File: src/rtl/chess_pkg.sv
// rtl/chess_pkg.sv - shared sound codes, note constants and the note-sequence ROM
package chess_pkg;

  localparam logic [2:0] SND_NONE      = 3'd0;
  localparam logic [2:0] SND_SELECT    = 3'd1;
  localparam logic [2:0] SND_MOVE      = 3'd2;
  localparam logic [2:0] SND_WHITE_WIN = 3'd3;
  localparam logic [2:0] SND_BLACK_WIN = 3'd4;

  localparam int FREQ_A5 = 880;
  localparam int FREQ_E5 = 659;
  localparam int FREQ_C5 = 523;
  localparam int FREQ_G5 = 784;

  localparam int GAP_MS      = 10;
  localparam int MAX_DUR_MS  = 150;
  localparam int DUR_W       = $clog2(MAX_DUR_MS + 1);

  typedef enum logic [1:0] {IDLE, TONE, GAP} state_e;
  typedef enum logic [1:0] {NOTE_A5, NOTE_E5, NOTE_C5, NOTE_G5} note_e;

  typedef struct packed {
    note_e            note;
    logic [DUR_W-1:0] dur_ms;
    logic             last;
  } seq_entry_t;

  function automatic int half_period(int clk_freq, int f);
    return clk_freq / (2 * f);
  endfunction

  function automatic logic valid_code(logic [2:0] code);
    return (code >= SND_SELECT) && (code <= SND_BLACK_WIN);
  endfunction

  // Unlisted {code, index} pairs are never reached while playing.
  function automatic seq_entry_t seq_rom(logic [2:0] code, logic [1:0] idx);
    seq_entry_t e;
    e = '{note: NOTE_A5, dur_ms: DUR_W'(80), last: 1'b1};
    case ({code, idx})
      {SND_SELECT, 2'd0}:    e = '{note: NOTE_A5, dur_ms: DUR_W'(80),  last: 1'b1};
      {SND_MOVE, 2'd0}:      e = '{note: NOTE_E5, dur_ms: DUR_W'(60),  last: 1'b0};
      {SND_MOVE, 2'd1}:      e = '{note: NOTE_A5, dur_ms: DUR_W'(60),  last: 1'b1};
      {SND_WHITE_WIN, 2'd0}: e = '{note: NOTE_C5, dur_ms: DUR_W'(150), last: 1'b0};
      {SND_WHITE_WIN, 2'd1}: e = '{note: NOTE_E5, dur_ms: DUR_W'(150), last: 1'b0};
      {SND_WHITE_WIN, 2'd2}: e = '{note: NOTE_G5, dur_ms: DUR_W'(150), last: 1'b1};
      {SND_BLACK_WIN, 2'd0}: e = '{note: NOTE_G5, dur_ms: DUR_W'(150), last: 1'b0};
      {SND_BLACK_WIN, 2'd1}: e = '{note: NOTE_E5, dur_ms: DUR_W'(150), last: 1'b0};
      {SND_BLACK_WIN, 2'd2}: e = '{note: NOTE_C5, dur_ms: DUR_W'(150), last: 1'b1};
      default:               e = '{note: NOTE_A5, dur_ms: DUR_W'(80),  last: 1'b1};
    endcase
    return e;
  endfunction

endpackage

File: src/rtl/tone_gen.sv
// rtl/tone_gen.sv - square-wave generator; restart begins a high half-period
module tone_gen #(
  parameter int HP_W = 10
) (
  input  logic            clk,
  input  logic            rstn,
  input  logic            en,
  input  logic            restart,
  input  logic [HP_W-1:0] half_period,
  output logic            wave
);

  logic [HP_W-1:0] cnt_q, cnt_d;
  logic            wave_q, wave_d;

  always_comb begin
    cnt_d  = cnt_q;
    wave_d = wave_q;
    if (!en) begin
      cnt_d  = '0;
      wave_d = 1'b0;
    end else if (restart) begin
      cnt_d  = '0;
      wave_d = 1'b1;
    end else if (cnt_q == half_period - HP_W'(1)) begin
      cnt_d  = '0;
      wave_d = ~wave_q;
    end else begin
      cnt_d  = cnt_q + HP_W'(1);
    end
  end

  always_ff @(posedge clk or negedge rstn) begin
    if (!rstn) begin
      cnt_q  <= '0;
      wave_q <= 1'b0;
    end else begin
      cnt_q  <= cnt_d;
      wave_q <= wave_d;
    end
  end

  assign wave = wave_q;

endmodule

File: src/rtl/chess_sound_player.sv
// rtl/chess_sound_player.sv - plays fixed note sequences per sound code on the PWM audio pin
module chess_sound_player
  import chess_pkg::*;
#(
  parameter int CLK_FREQ  = 100_000_000,
  parameter int MS_CYCLES = CLK_FREQ / 1000
) (
  input  logic       clk,
  input  logic       rstn,
  input  logic [2:0] sound_code,
  input  logic       play_sound,
  output logic       audio_pwm,
  output logic       audio_sd,
  output logic       busy
);

  localparam int HP_A5 = half_period(CLK_FREQ, FREQ_A5);
  localparam int HP_E5 = half_period(CLK_FREQ, FREQ_E5);
  localparam int HP_C5 = half_period(CLK_FREQ, FREQ_C5);
  localparam int HP_G5 = half_period(CLK_FREQ, FREQ_G5);
  localparam int HP_W  = $clog2(HP_C5 + 1);
  localparam int MS_W  = $clog2(MS_CYCLES + 1);

  state_e           state_q, state_d;
  logic [2:0]       code_q, code_d;
  logic [1:0]       idx_q, idx_d;
  logic [MS_W-1:0]  ms_q, ms_d;
  logic [DUR_W-1:0] tick_q, tick_d;

  seq_entry_t      cur;
  logic [HP_W-1:0] hp;
  logic            ms_wrap;
  logic            tone_en;
  logic            tone_restart;

  always_comb begin
    cur          = seq_rom(code_q, idx_q);
    state_d      = state_q;
    code_d       = code_q;
    idx_d        = idx_q;
    ms_d         = ms_q;
    tick_d       = tick_q;
    tone_restart = 1'b0;
    ms_wrap      = (ms_q == MS_W'(MS_CYCLES - 1));

    // A valid request always wins, even on the cycle the last note ends.
    if (play_sound && valid_code(sound_code)) begin
      state_d      = TONE;
      code_d       = sound_code;
      idx_d        = 2'd0;
      ms_d         = '0;
      tick_d       = '0;
      tone_restart = 1'b1;
    end else begin
      case (state_q)
        TONE: begin
          if (ms_wrap) begin
            ms_d = '0;
            if (tick_q == cur.dur_ms - DUR_W'(1)) begin
              tick_d  = '0;
              state_d = cur.last ? IDLE : GAP;
            end else begin
              tick_d = tick_q + DUR_W'(1);
            end
          end else begin
            ms_d = ms_q + MS_W'(1);
          end
        end
        GAP: begin
          if (ms_wrap) begin
            ms_d = '0;
            if (tick_q == DUR_W'(GAP_MS - 1)) begin
              tick_d       = '0;
              state_d      = TONE;
              idx_d        = idx_q + 2'd1;
              tone_restart = 1'b1;
            end else begin
              tick_d = tick_q + DUR_W'(1);
            end
          end else begin
            ms_d = ms_q + MS_W'(1);
          end
        end
        default: state_d = IDLE;
      endcase
    end

    // Gating on the next state silences the pin on the very edge a note ends.
    tone_en = (state_d == TONE);

    case (cur.note)
      NOTE_A5: hp = HP_W'(HP_A5);
      NOTE_E5: hp = HP_W'(HP_E5);
      NOTE_C5: hp = HP_W'(HP_C5);
      default: hp = HP_W'(HP_G5);
    endcase
  end

  always_ff @(posedge clk or negedge rstn) begin
    if (!rstn) begin
      state_q <= IDLE;
      code_q  <= SND_NONE;
      idx_q   <= 2'd0;
      ms_q    <= '0;
      tick_q  <= '0;
    end else begin
      state_q <= state_d;
      code_q  <= code_d;
      idx_q   <= idx_d;
      ms_q    <= ms_d;
      tick_q  <= tick_d;
    end
  end

  tone_gen #(.HP_W(HP_W)) u_tone_gen (
    .clk         (clk),
    .rstn        (rstn),
    .en          (tone_en),
    .restart     (tone_restart),
    .half_period (hp),
    .wave        (audio_pwm)
  );

  assign busy     = (state_q != IDLE);
  assign audio_sd = busy;

endmodule

File: config.mk
export PLATFORM = sky130hd
export DESIGN_NAME = chess_sound_player
export DESIGN_NICKNAME = d
export VERILOG_FILES = /design/src/rtl/chess_pkg.sv /design/src/rtl/tone_gen.sv /design/src/rtl/chess_sound_player.sv
export SDC_FILE = /design/constraint.sdc
export NUM_CORES = 1
export LEC_CHECK = 0
export BUFFER_PORTS_ARGS = -buffer_cell sky130_fd_sc_hd__buf_2
export CAP_MARGIN = 0
export CORE_MARGIN = 2
export CORE_UTILIZATION = 55
export DETAILED_ROUTE_END_ITERATION = 6
export HOLD_SLACK_MARGIN = 0.08
export PLACE_DENSITY = 0.74
export REMOVE_ABC_BUFFERS = 1
export SYNTH_ARGS = -nofsm -noshare
export SYNTH_HDL_FRONTEND = slang
export SYNTH_HIERARCHICAL = 1
export SYNTH_SLANG_ARGS = --single-unit
File: constraint.sdc
create_clock -name clk -period 3.41 [get_ports clk]
set_input_delay 0.1705 -clock clk [delete_from_list [all_inputs] [get_ports clk]]
set_output_delay 0.1705 -clock clk [all_outputs]
set_load 0.05 [all_outputs]
**Yosys cells after proc, flatten, opt, wreduce, memory -nomap -nowiden**

Memory sizes are Yosys's and may differ from the RTL's.
Cells that the tools add are included.

- Bits in read-only memories: 288
- Memories kept: 1
- Bits of input ports: 6
- Bits in registers: 50
- Output and inout port bits: 3
- Word-level logic and storage cells: 72

- Eq/ne operators: 12
- Bitwise operators: 1
- Multiplexer cells: 31
- $add $sub $neg: 6
- Reduce and logical (&&, ||, !) cells: 12
- Order comparisons: 2

Memories:

| name | words | bits a word | read ports | clocked after Yosys merged registers in | write ports | RTL line | source |
|---|---|---|---|---|---|---|---|
| (name not given) | 32 | 9 | 1 | 0 | 0 | chess_pkg.sv:40 | `case ({code, idx})` |

Operator list:

| cell | count |
|---|---|
| two-way mux 17 bit | 6 |
| one-hot mux 17 bit (3 select lines) | 1 |
| two-way mux 8 bit | 5 |
| adder 17 x 1 -> 17 bit, second input constant | 2 |
| two-way mux 2 bit | 10 |
| == test 17 bit | 1 |
| == test 17 bit, second input constant | 1 |
| subtractor 17 x 1 -> 17 bit, second input constant | 1 |
| one-hot mux 8 bit (2 select lines) | 1 |
| nonzero test 2 bit | 5 |
| inequality test 3 bit, second input constant | 3 |
| adder 8 x 1 -> 8 bit, second input constant | 1 |
| == test 8 x 4 -> 1 bit, second input constant | 1 |
| == test 8 bit | 1 |
| subtractor 8 x 1 -> 8 bit, second input constant | 1 |
| two-way mux 1 bit | 7 |
| == test 2 x 1 -> 1 bit, second input constant | 3 |
| AND reduction 3 bit | 2 |
| == test 2 bit, second input constant | 2 |
| one-hot mux 2 bit (2 select lines) | 1 |
| >= comparator 3 x 1 -> 1 bit, second input constant | 1 |
| less-or-equal comparator 3 bit, second input constant | 1 |
| nonzero test 3 bit | 1 |
| adder 2 x 1 -> 2 bit, second input constant | 1 |
| 4 further kinds | 5 |

**Longest topological paths before layout**

Gate-level depths: netlist of run 1.
An unclocked memory read counts as a cell.

- Word-level depth: 9
- Depth in mapped cells: 17
- Depth with buffers taken out: 14

**Modules after synthesis**

The synthesis of run 1 kept the hierarchy.

By module, submodules not included:

| module | area each (µm²) | instances | cells each | seq. area each (µm²) |
|---|---|---|---|---|
| chess_sound_player | 2391.0 | 1 | 266 | 800.8 |
| tone_gen | 1620.3 | 1 | 177 | 450.4 |

**Worst setup path before layout of run 1**

No wires, ideal clock.

- Path type: register -> register
- Start point: register idx_q[1]
- End point: register u_tone_gen.cnt_q[10]
- Buffers on the path: 4
- Data arrival time: 3.564 ns
- Clock period less this slack: 3.711 ns
- Required time: 3.263 ns
- Setup slack: -0.301 ns
- Cell stages (with the launch flop): 17
- Cell sequence: dfrtp_1 -> inv_1 -> ha_1 -> mux2_2 -> a21o_1 -> ha_1 -> inv_1 -> clkbuf_1 -> or3_1 -> clkbuf_1 -> nor2_1 -> a32o_1 -> a2111oi_2 -> and3_1 -> buf_6 -> buf_12 -> nor3_2

RTL lines:

| element | RTL line | source |
|---|---|---|
| start, declared | chess_sound_player.sv:26 | `logic [1:0] idx_q, idx_d;` |
| start signal, assigned | chess_sound_player.sv:109 | `idx_q <= idx_d;` |
| memory (32 x 9 bit) * | -- |  |
| == test 2 bit, or another cell as far along | chess_sound_player.sv:91 | `case (cur.note)` |
| one-hot mux 17 bit (3 select lines) * | chess_sound_player.sv:91 |  |
| via hp[12] | chess_sound_player.sv:31 | `logic [HP_W-1:0] hp;` |
| subtractor 17 x 1 -> 17 bit * | tone_gen.sv:25 | `end else if (cnt_q == half_period - HP_W'(1)) begin` |
| == test 17 bit * | tone_gen.sv:25 |  |
| two-way mux 17 bit * | tone_gen.sv:25 |  |
| two-way mux 17 bit * | tone_gen.sv:22 | `end else if (restart) begin` |
| two-way mux 17 bit * | tone_gen.sv:19 | `if (!en) begin` |
| via u_tone_gen.cnt_d[10] | tone_gen.sv:13 | `logic [HP_W-1:0] cnt_q, cnt_d;` |
| end signal, assigned | tone_gen.sv:38 | `cnt_q <= cnt_d;` |
| end, declared | tone_gen.sv:13 |  |

The timed path passes the listed nets; every way through them passes the cells marked *.
A chain may end at the register's enable or synchronous reset.

**Final worst setup path of run 1**

- Start point: register code_q[0]
- End point: register u_tone_gen.cnt_q[5]

RTL lines:

| element | RTL line | source |
|---|---|---|
| start, declared | chess_sound_player.sv:25 | `logic [2:0] code_q, code_d;` |
| start signal, assigned | chess_sound_player.sv:108 | `code_q <= code_d;` |
| memory (32 x 9 bit) * | -- |  |
| == test 2 bit, or another cell as far along | chess_sound_player.sv:91 |  |
| one-hot mux 17 bit (3 select lines) * | chess_sound_player.sv:91 |  |
| via hp[7] | chess_sound_player.sv:31 |  |
| subtractor 17 x 1 -> 17 bit * | tone_gen.sv:25 |  |
| == test 17 bit * | tone_gen.sv:25 |  |
| two-way mux 17 bit * | tone_gen.sv:25 |  |
| two-way mux 17 bit * | tone_gen.sv:22 |  |
| two-way mux 17 bit * | tone_gen.sv:19 |  |
| via u_tone_gen.cnt_d[5] | tone_gen.sv:13 |  |

Marked as above.

==> results by group, run 1 <==
Outcome
  • Status: complete, but fails checks
  • Failing checks: negative setup slack

Worst setup path
  • Reg2reg start: code_q[0]
  • WP buf/inv: 6
  • Delay-heaviest family, CP: simple AND/OR/NAND/NOR gates
  • R2r setup slk: -140 ps
  • Max stage delay on crit path: 600 ps
  • Arr. time, crit path: 3740 ps
  • Critical path's slowest cell: or4_4
  • Levels on crit path: 16
  • R2R depth: 16
  • Critical Path RT: 3610 ps
  • CP Capture Type: flip-flop
  • FF-to-FF End: u_tone_gen/cnt_q[5]
  • Setup crit start kind: flip-flop
  • CP max FO: 6
  • Critical setup path kind: flip-flop to flip-flop
  • CP most frequent cell: buf_12
  • Critical Path, Cell by Cell: nor2_1 -> a22o_2 -> o21a_1 -> inv_2 -> buf_4 -> ha_2 -> or4_4 -> buf_6 -> nor4_4 -> o211ai_1 -> nor4b_4 -> and3_4 -> buf_12 -> buf_12 -> buf_12 -> nor3_2

Drt
  • Via Count: approximately 3500
  • Starting DRC count in detailed routing: 121
  • WL/cell: approximately 16 um
  • Post-route ant nets: 0
  • # DRC: 0
  • Post-Route WL: roughly 9700 um
  • Pre-antenna DRT Iters: 4
  • Vias per Instance: a little under 6

CTS
  • CTS root buf: clkbuf_8
  • TritonCTS buffer count: 5
  • TritonCTS clock tree: done
  • Clock insertion delay at the later pin of the skew report: 310 ps
  • Max Root-Sink Buffers: 2
  • Clock Sink Count: 50
  • Depth of the CTS H-tree: 2
  • CTS clk-pin slew, worst paths: 90 ps

Worst hold path
  • Hold Path Class: input pin to flip-flop
  • Hold_sp: sound_code[0]
  • Worst hold endpoint: code_q[2]
  • Hold Path Stages: 2

Global routing
  • All-Layer GR Usage: 0.243
  • Gr ovfl total: 0
  • Initial antenna violation count: 0
  • Vias in the first global route: 3372
  • Global-route wire length before repair: ~15000 um
  • Largest net degree at the start of global routing: 27

Layout
  • Final cell count without fillers: 602
  • Layout cell share with drive strength beyond 1: 0.292
  • Diodes inserted: 0
  • Synthesis-to-layout area growth: 22.7%
  • Post-layout instance area: 4920 sq um
  • Final #Nets: approximately 530
  • Final core occ: 0.686

Logic synthesis
  • Share of synthesized flip-flops with an asynchronous set or reset: 1.00
  • Seq/Total Area, Yosys: 0.312
  • Top-count cell post-synth: dfrtp_1
  • Mean Syn Cell Area: 9.05 sq um
  • Netlist Area Pre-Place: 4010 sq um
  • Synth area leaders: dfrtp_1 (31%), ha_1 (5.6%), xor2_1 (4.8%), xnor2_1 (4.1%), nor2_1 (3.6%)
  • Gate Count Post-Synth: 443
  • Primary FF master, synth: dfrtp_1
  • Commonest cells post-synth: dfrtp_1 (50), nor2_1 (39), nand2_1 (30)
  • Post-synth EDFFs: 0
  • Yosys reg bits: 50
  • Unique masters post-synth: 80
  • Cell taking the most area after synthesis: dfrtp_1
  • Warnings from Yosys: 6
  • Post-synth top area share: 0.312

Power and ir drop
  • Proportion of power drawn by the clock network: 0.234
  • Combinational power share: 0.394
  • Int Power: about 1.2 mW
  • Sw frac: 0.348
  • Switching power: 0.627 mW
  • Sequential Power Share: 0.372
  • Max IR drop VDD: roughly 0.00021 V
  • Cell Pwr Density: 366 nW/um^2
  • Leak: 2.00 nW

STA
  • Worst-Margin Slew: 556 ps
  • Setup WS post-layout: -136 ps
  • Final hold vios: 0
  • RSZ-0062 raised after global routing: yes
  • Final setup fails: 18
  • Period Utilization, post-route: 1.04
  • Maximum clock rate: 282 MHz
  • Worst rel slew slack: 0.630
  • Fin crit period: ~3500 ps
  • Worst Skew: 4.66 ps
  • Max-slew violation count: 0
  • WHS: roughly 86 ps

Floorplanning
  • Core area: 7180 sq um
  • Die Wd: 89.4 um
  • Die Y-Extent: between 80 and 90 um
  • Cell Rows: 31
  • Area of the die: between 7000 and 8000 sq um
  • Top Ports: 9
  • Starting density of the core: 0.559

Place
  • Dpl cells: 580
  • # port buffers: 8
  • HPWL after detailed placement: just under 7000 um
  • DP Area: 4410 sq um
  • Pre-CTS setup slack: -172 ps
  • Gpl congestion: 0.917

Job
  • Max_cap viols: 0
==> metal layers <==
| layer | vias up | GRT usage | routed length [um] |
|---|---|---|---|
| li1 | 1724 | - | - |
| met5 | - | 0 | 0 |
| met2 | 59 | 0.414 | 4990 |
| met3 | 21 | 0.0360 | 198 |
| met1 | 1713 | 0.315 | 4290 |
| met4 | 0 | 0.0814 | 210 |
==> per-stage QoR <==
stage          setup TNS [ps]  power [mW]
4_1_cts                  -775        1.71
3_3_place_gp             -727        1.24
2_1_floorplan           -8700        1.05
3_5_place_dp            -2630        1.26
6_report                -1630        1.80
5_1_grt                 -4810        1.91
==> cells in the final DEF (no fill, tap or decap), types with 4 or more instances in the layout <==
master | Yosys | layout
inv_1 | 25 | 19
conb_1 | 1 | 4
nor4_2 | 1 | 6
nand2_1 | 30 | 30
mux2i_1 | 4 | 4
xor2_1 | 22 | 21
nand3_1 | 17 | 17
xnor2_1 | 19 | 19
a21oi_1 | 16 | 16
o21ai_0 | 17 | 17
nor3_2 | 10 | 13
nor3b_1 | 5 | 5
nand4_1 | 9 | 9
a22o_1 | 4 | 4
nor2b_1 | 7 | 7
dfrtp_1 | 50 | 49
ha_4 | 0 | 4
buf_4 | 2 | 50
clkbuf_8 | 0 | 5
o31ai_1 | 5 | 5
inv_2 | 0 | 5
ha_1 | 18 | 11
and3_1 | 13 | 12
nor3_1 | 20 | 16
buf_2 | 1 | 8
nor2_1 | 39 | 39
==> flip-flops by register name, indices dropped and copies added, names as in the netlist <==
name / cells
code_q: 3
state_q: 2
ms_q: 17
u_tone_gen/cnt_q: 17
idx_q: 2
tick_q: 8
u_tone_gen/wave: 1
==> power groups by stage <==
stage	clock network, mW	logic, mW	registers [mW]
6_report	0.422	0.711	0.671
5_1_grt	0.452	0.779	0.676
4_1_cts	0.428	0.617	0.669
3_5_place_dp	0	0.584	0.679
3_3_place_gp	0	0.567	0.677
2_1_floorplan	0	0.380	0.674
==> how the worst max path moves through the flow <==
| stage | startpoint | endpoint | slack [ps] |
|---|---|---|---|
| CTS | idx_q[1] | u_tone_gen/cnt_q[1] | -90 |
| global route | code_q[0] | u_tone_gen/cnt_q[5] | -320 |
| global placement | idx_q[1] | u_tone_gen/cnt_q[0] | -50 |
| finish | code_q[0] | u_tone_gen/cnt_q[5] | -140 |
| floorplan | idx_q[1] | u_tone_gen/cnt_q[1] | -530 |
| detailed placement | idx_q[1] | u_tone_gen/wave | -170 |
==> kinds of logic after synthesis <==
kind of cell	after synthesis	synth area share
other	1	0.000935
AOI/OAI and AO/OA	83	0.161
and+or+nand+nor	199	0.300
xor gates and xnor gates	42	0.0951
adders and majority gates	18	0.0561
muxes	8	0.0221
buffers and inverters	42	0.0530
DFF	50	0.312
==> repair_timing <==
action,4_1_cts,5_1_grt
endpoints found under the setup margin,18,18
resized for setup,20,30
pin swaps,10,17
buffers inserted,3,8
hold buffers,2,0
hold endpoints to repair,25,0
cloned,1,0
==> final cells by class <==
class,instances,area [sq um]
multi-input combinational,354,2790
fill,549,2250
sequential,50,1250
timing repair buffer,66,551
tap,99,124
inverter,25,96.3
clock buffer,7,76.3
clock inverter,1,30.0
No activity file was read; power rests on OpenSTA's default activity.
==> run 2: changes to the inputs <==
--- a/config.mk
+++ b/config.mk
@@ -8,10 +8,10 @@
 export BUFFER_PORTS_ARGS = -buffer_cell sky130_fd_sc_hd__buf_2
 export CAP_MARGIN = 0
 export CORE_MARGIN = 2
-export CORE_UTILIZATION = 55
+export CORE_UTILIZATION = 58
 export DETAILED_ROUTE_END_ITERATION = 6
 export HOLD_SLACK_MARGIN = 0.08
-export PLACE_DENSITY = 0.74
+export PLACE_DENSITY = 0.78
 export REMOVE_ABC_BUFFERS = 1
 export SYNTH_ARGS = -nofsm -noshare
 export SYNTH_HDL_FRONTEND = slang
==> results by group, run 2 (synthesis gave the netlist of run 1 again) <==
Power and ir drop
  • Cell Pwr Density: 362 nW/um^2
  • Combinational power share: 0.411
  • Max IR drop VDD: ~0.00021 V
  • Switching power: between 0.6 and 0.7 mW
  • Sequential Power Share: 0.386
  • Proportion of power drawn by the clock network: 0.203
  • Total chip power: 1.73 mW
  • Sw frac: 0.357
  • Int Power: 1.11 mW
  • Leak: between 1.5 and 2 nW

Drt
  • Pre-antenna DRT Iters: 5
  • Post-Route WL: 9720 um
  • # DRC: 0
  • Post-route ant nets: 0
  • Starting DRC count in detailed routing: 159
  • Vias per Instance: 6.15
  • WL/cell: 16.9 um
  • Via Count: roughly 3500

STA
  • Final setup fails: 4
  • Worst-Margin Slew: 1130 ps
  • Final hold vios: 0
  • Worst rel slew slack: 0.244
  • Worst Skew: 6.93 ps
  • RSZ-0062 raised after global routing: yes
  • Max-slew violation count: 0
  • Period Utilization, post-route: 1.02
  • Setup TNS: -65.4 ps
  • Setup WS post-layout: -58.3 ps
  • Maximum clock rate: slightly below 300 MHz
  • WHS: approximately 77 ps
  • Fin crit period: 3470 ps

Worst setup path
  • Critical Path RT: 3620 ps
  • CP max FO: 6
  • WP buf/inv: 3
  • Critical Path, Cell by Cell: inv_2 -> ha_4 -> mux2_4 -> a21o_4 -> ha_4 -> inv_2 -> ha_4 -> or3b_4 -> or4_1 -> o211ai_1 -> nor4b_4 -> and3_4 -> buf_12 -> nor4bb_4
  • Delay-heaviest family, CP: simple AND/OR/NAND/NOR gates
  • Setup crit start kind: flip-flop
  • CP most frequent cell: ha_4
  • Arr. time, crit path: 3680 ps
  • R2r setup slk: -60 ps
  • CP Capture Type: flip-flop
  • Critical setup path kind: flip-flop to flip-flop
  • Max stage delay on crit path: 550 ps
  • Critical path's slowest cell: or4_1

Place
  • Dpl cells: 557
  • HPWL after detailed placement: 6730 um
  • Pre-CTS setup slack: -239 ps
  • DP Area: 4370 sq um
  • Gpl congestion: about 0.85
  • # port buffers: 8

Job
  • Max_cap viols: 0

Layout
  • Layout cell share with drive strength beyond 1: 0.279
  • Highest-count cells in the layout ignoring fill and taps: dfrtp_1 (49), buf_4 (42), nor2_1 (39)
  • Final core occ: 0.708
  • Diodes inserted: 0
  • Final cell count without fillers: 574
  • Final #Nets: 517
  • # fillers: 508
  • Regs by FF count: ms_q (17), u_tone_gen/cnt_q (17), tick_q (8)
  • Most common cell after layout, fill and taps aside: dfrtp_1
  • Post-layout instance area: 4780 sq um
  • Synthesis-to-layout area growth: 19.3%

Floorplanning
  • Core area: 6760 sq um
  • Area of the die: 7600 sq um
  • Die Y-Extent: between 80 and 90 um
  • Die Wd: 87.2 um
  • Starting density of the core: 0.594
  • Cell Rows: 30
  • Top Ports: 9

Global routing
  • Gr ovfl total: 0
  • Vias in the first global route: between 3000 and 4000
  • Global-route wire length before repair: around 16000 um
  • Initial antenna violation count: 0
  • Largest net degree at the start of global routing: between 50 and 60
  • All-Layer GR Usage: 0.260

CTS
  • Clock insertion delay at the later pin of the skew report: 300 ps
  • Depth of the CTS H-tree: 2
  • Clock Sink Count: 50
  • TritonCTS buffer count: 5
  • CTS root buf: clkbuf_8
  • CTS clk-pin slew, worst paths: around 90 ps
  • TritonCTS clock tree: done
  • Max Root-Sink Buffers: 2

Worst hold path
  • Hold Path Class: input pin to async pin

Outcome
  • Failing checks: negative setup slack
  • Status: complete, but fails checks
==> run 2: cell count changes in the layout (fill, tap and decap cells not counted), sizes merged <==
cell,delta
buf,-8
bufbuf,-1
bufinv,-1
clkbuf,+1
clkinv,+1
dlygate4sd3,-1
==> run 2: worst reg2reg max path, stage by stage, from the launching register on <==
cell	delay, ps
dfrtp_1	390
inv_2	100
ha_4	210
mux2_4	260
a21o_4	240
ha_4	190
inv_2	60
ha_4	120
or3b_4	410
or4_1	550
o211ai_1	180
nor4b_4	100
and3_4	190
buf_12	140
nor4bb_4	250
==> run 2: area by class of cell <==
type	count	area, sq um	area share
Clock buffer	7	86.3	0.0180
Clock inverter	1	5.00	0.00105
Inverter	25	96.3	0.0201
Multi-Input combinational cell	354	2780	0.581
Sequential cell	50	1250	0.262
Tap cell	80	100	0.0209
Timing Repair Buffer	57	464	0.0970
==> run 2: power groups by stage <==
stage / clock network, mW / registers (mW) / logic [mW]
floorplan: 0 / 0.674 / 0.380
global placement: 0 / 0.677 / 0.555
CTS: 0.364 / 0.669 / 0.631
detailed placement: 0 / 0.680 / 0.578
global route: 0.390 / 0.675 / 0.772
finish: 0.351 / 0.669 / 0.712
==> run 2: path summary, 6_finish.rpt <==
check,to,start,cells after the start
max,u_tone_gen/cnt_q[1],idx_q[1],14
min,ms_q[11],rstn,1
max reg2reg,u_tone_gen/cnt_q[1],idx_q[1],14
min reg2reg,ms_q[1],ms_q[1],2
max in group asynchronous,code_q[0],rstn,1
min in group clk,code_q[2],sound_code[0],2
==> run 2: routing by layer <==
layer,vias to the layer above,share of wire,global-route usage
li1,1707,-,-
met1,1719,0.43,0.341
met3,15,0.043,0.0389
met5,-,0,0
met4,0,0.014,0.0671
met2,89,0.52,0.452
==> run 2: timing repair <==
item                       in CTS  in global routing
hold endpoints to repair        1                  0
gates resized for setup        25                 24
setup endpoints to repair      18                 18
buffers inserted                3                  4
pin swaps                       8                 20
cloned                          0                  1
hold buffers                    1                  0
==> run 3: changes to the inputs <==
--- a/config.mk
+++ b/config.mk
@@ -8,10 +8,10 @@
 export BUFFER_PORTS_ARGS = -buffer_cell sky130_fd_sc_hd__buf_2
 export CAP_MARGIN = 0
 export CORE_MARGIN = 2
-export CORE_UTILIZATION = 58
+export CORE_UTILIZATION = 60
 export DETAILED_ROUTE_END_ITERATION = 6
 export HOLD_SLACK_MARGIN = 0.08
-export PLACE_DENSITY = 0.78
+export PLACE_DENSITY = 0.77
 export REMOVE_ABC_BUFFERS = 1
 export SYNTH_ARGS = -nofsm -noshare
 export SYNTH_HDL_FRONTEND = slang
==> constraint.sdc (replaced) <==
create_clock -name clk -period 4 [get_ports clk]
set_input_delay 0.2 -clock clk [delete_from_list [all_inputs] [get_ports clk]]
set_output_delay 0.2 -clock clk [all_outputs]
set_load 0.05 [all_outputs]
==> results by group, run 3 (synthesis gave the netlist of run 1 again) <==
STA
  • Final hold vios: 0
  • Max-slew violation count: 0
  • Worst Skew: 16.5 ps
  • Final setup fails: 0
  • Setup WS post-layout: 140 ps
  • WHS: 90.0 ps
  • Fin crit period: 3860 ps
  • Maximum clock rate: 259 MHz
  • Worst-Margin Slew: 1110 ps
  • Setup TNS: 0 ps
  • RSZ-0062 raised after global routing: yes
  • Worst rel slew slack: 0.258
  • Period Utilization, post-route: 0.965

Drt
  • Vias per Instance: 6.28
  • Post-route ant nets: 0
  • Starting DRC count in detailed routing: 215
  • Post-Route WL: roughly 8500 um
  • WL/cell: about 16 um
  • # DRC: 0
  • Pre-antenna DRT Iters: 7
  • Via Count: around 3300

CTS
  • TritonCTS clock tree: done
  • Depth of the CTS H-tree: 2
  • CTS clk-pin slew, worst paths: 100 ps
  • Clock Sink Count: 50
  • Clock insertion delay at the later pin of the skew report: roughly 320 ps
  • Max Root-Sink Buffers: 2
  • TritonCTS buffer count: 5
  • CTS root buf: clkbuf_8

Global routing
  • All-Layer GR Usage: 0.247
  • Gr ovfl total: 0
  • Initial antenna violation count: 0
  • Vias in the first global route: 3151
  • Largest net degree at the start of global routing: 51
  • Global-route wire length before repair: 14700 um

Worst setup path
  • Critical path's slowest cell: or3b_1
  • CP Capture Type: flip-flop
  • FF-to-FF End: u_tone_gen/cnt_q[0]
  • Critical Path, Cell by Cell: inv_1 -> ha_1 -> mux2_2 -> a21o_1 -> ha_1 -> inv_1 -> ha_1 -> or3b_1 -> nor4_1 -> o211ai_1 -> nor4b_4 -> and3_1 -> buf_12 -> nor4b_2
  • Critical Path End: u_tone_gen/cnt_q[0]
  • Reg2reg start: idx_q[1]
  • CP max FO: 17
  • Setup crit start kind: flip-flop
  • R2R depth: 14
  • Max stage delay on crit path: 450 ps
  • R2r setup slk: 140 ps
  • Worst Setup SP: idx_q[1]
  • Critical setup path kind: flip-flop to flip-flop
  • Arr. time, crit path: between 4000 and 5000 ps
  • CP most frequent cell: ha_1
  • Critical Path RT: 4180 ps

Power and ir drop
  • Leak: 1.70 nW
  • Max IR drop VDD: between 0.00015 and 0.0002 V
  • Total chip power: 1.31 mW
  • Cell Pwr Density: just over 300 nW/um^2

Layout
  • # fillers: between 500 and 600
  • Highest-count cells in the layout ignoring fill and taps: dfrtp_1 (50), nor2_1 (39), nand2_1 (30)
  • Layout cell share with drive strength beyond 1: 0.146
  • Most common cell after layout, fill and taps aside: dfrtp_1
  • Diodes inserted: 0
  • Regs by FF count: ms_q (17), u_tone_gen/cnt_q (17), tick_q (8)
  • Final core occ: 0.656
  • Post-layout instance area: 4220 sq um
  • Synthesis-to-layout area growth: 5.08%
  • Final cell count without fillers: 529
  • Final #Nets: 476

Floorplanning
  • Starting density of the core: 0.625
  • Top Ports: 9
  • Die Wd: between 80 and 90 um
  • Die Y-Extent: approximately 86 um
  • Core area: about 6400 sq um
  • Cell Rows: 29
  • Area of the die: 7360 sq um

Place
  • # port buffers: 8
  • Pre-CTS setup slack: roughly 230 ps
  • HPWL after detailed placement: 6150 um
  • Gpl congestion: between 1 and 1.5
  • DP Area: 4110 sq um
  • Dpl cells: 522

Job
  • Max_cap viols: 0

Worst hold path
  • Hold Path Class: input pin to async pin

Outcome
  • Status: completed
[run 3: timing repair]
item                       4_1_cts  5_1_grt
hold buffers                     0        0
hold endpoints to repair         0        0
buffers inserted                 0        0
setup endpoints to repair        0       17
resized for setup                0        3
[run 3: critical path: cells and delay by family, from the launching register on]
family          cells  cell delay [ps]
compound gates      2              410
buf+inv             3              410
flops               1              440
mux                 1              260
fa+ha+maj           3              750
simple gates        5             1460
[run 3: cell type report]
type	count	area, sq um	area share
clock buffers	5	68.8	0.0163
clock inverters	2	15.0	0.00356
inverters	25	93.8	0.0223
multi-input cells	354	2580	0.611
flip-flops and latches	50	1250	0.297
well taps	77	96.3	0.0229
repair buffers	16	113	0.0267
[run 3: routing by layer]
layer / vias up / global-route usage / routed length, um / share of wire
met4: 0 / 0.0620 / 114 / 0.013
li1: 1625 / - / - / -
met1: 1597 / 0.365 / 4130 / 0.48
met3: 12 / 0.0346 / 417 / 0.049
met2: 87 / 0.384 / 3860 / 0.45
met5: - / 0 / 0 / 0
[run 3: how the worst min path moves through the flow]
stage                        startpoint        end  slack (ps)  cells after the start
final                              rstn   ms_q[15]          90                      1
after global routing      sound_code[0]  code_q[2]         100                      2
after CTS                 sound_code[0]  code_q[2]          90                      2
after detailed placement  sound_code[0]  code_q[2]         430                      2
after global placement    sound_code[0]  code_q[2]         430                      2
after floorplan                    rstn  code_q[0]        -100                      0
[run 3: power breakdown]
group | internal [mW] | switching, mW
logic | 0.175 | 0.258
clock network | 0.120 | 0.180
registers | 0.531 | 0.0449
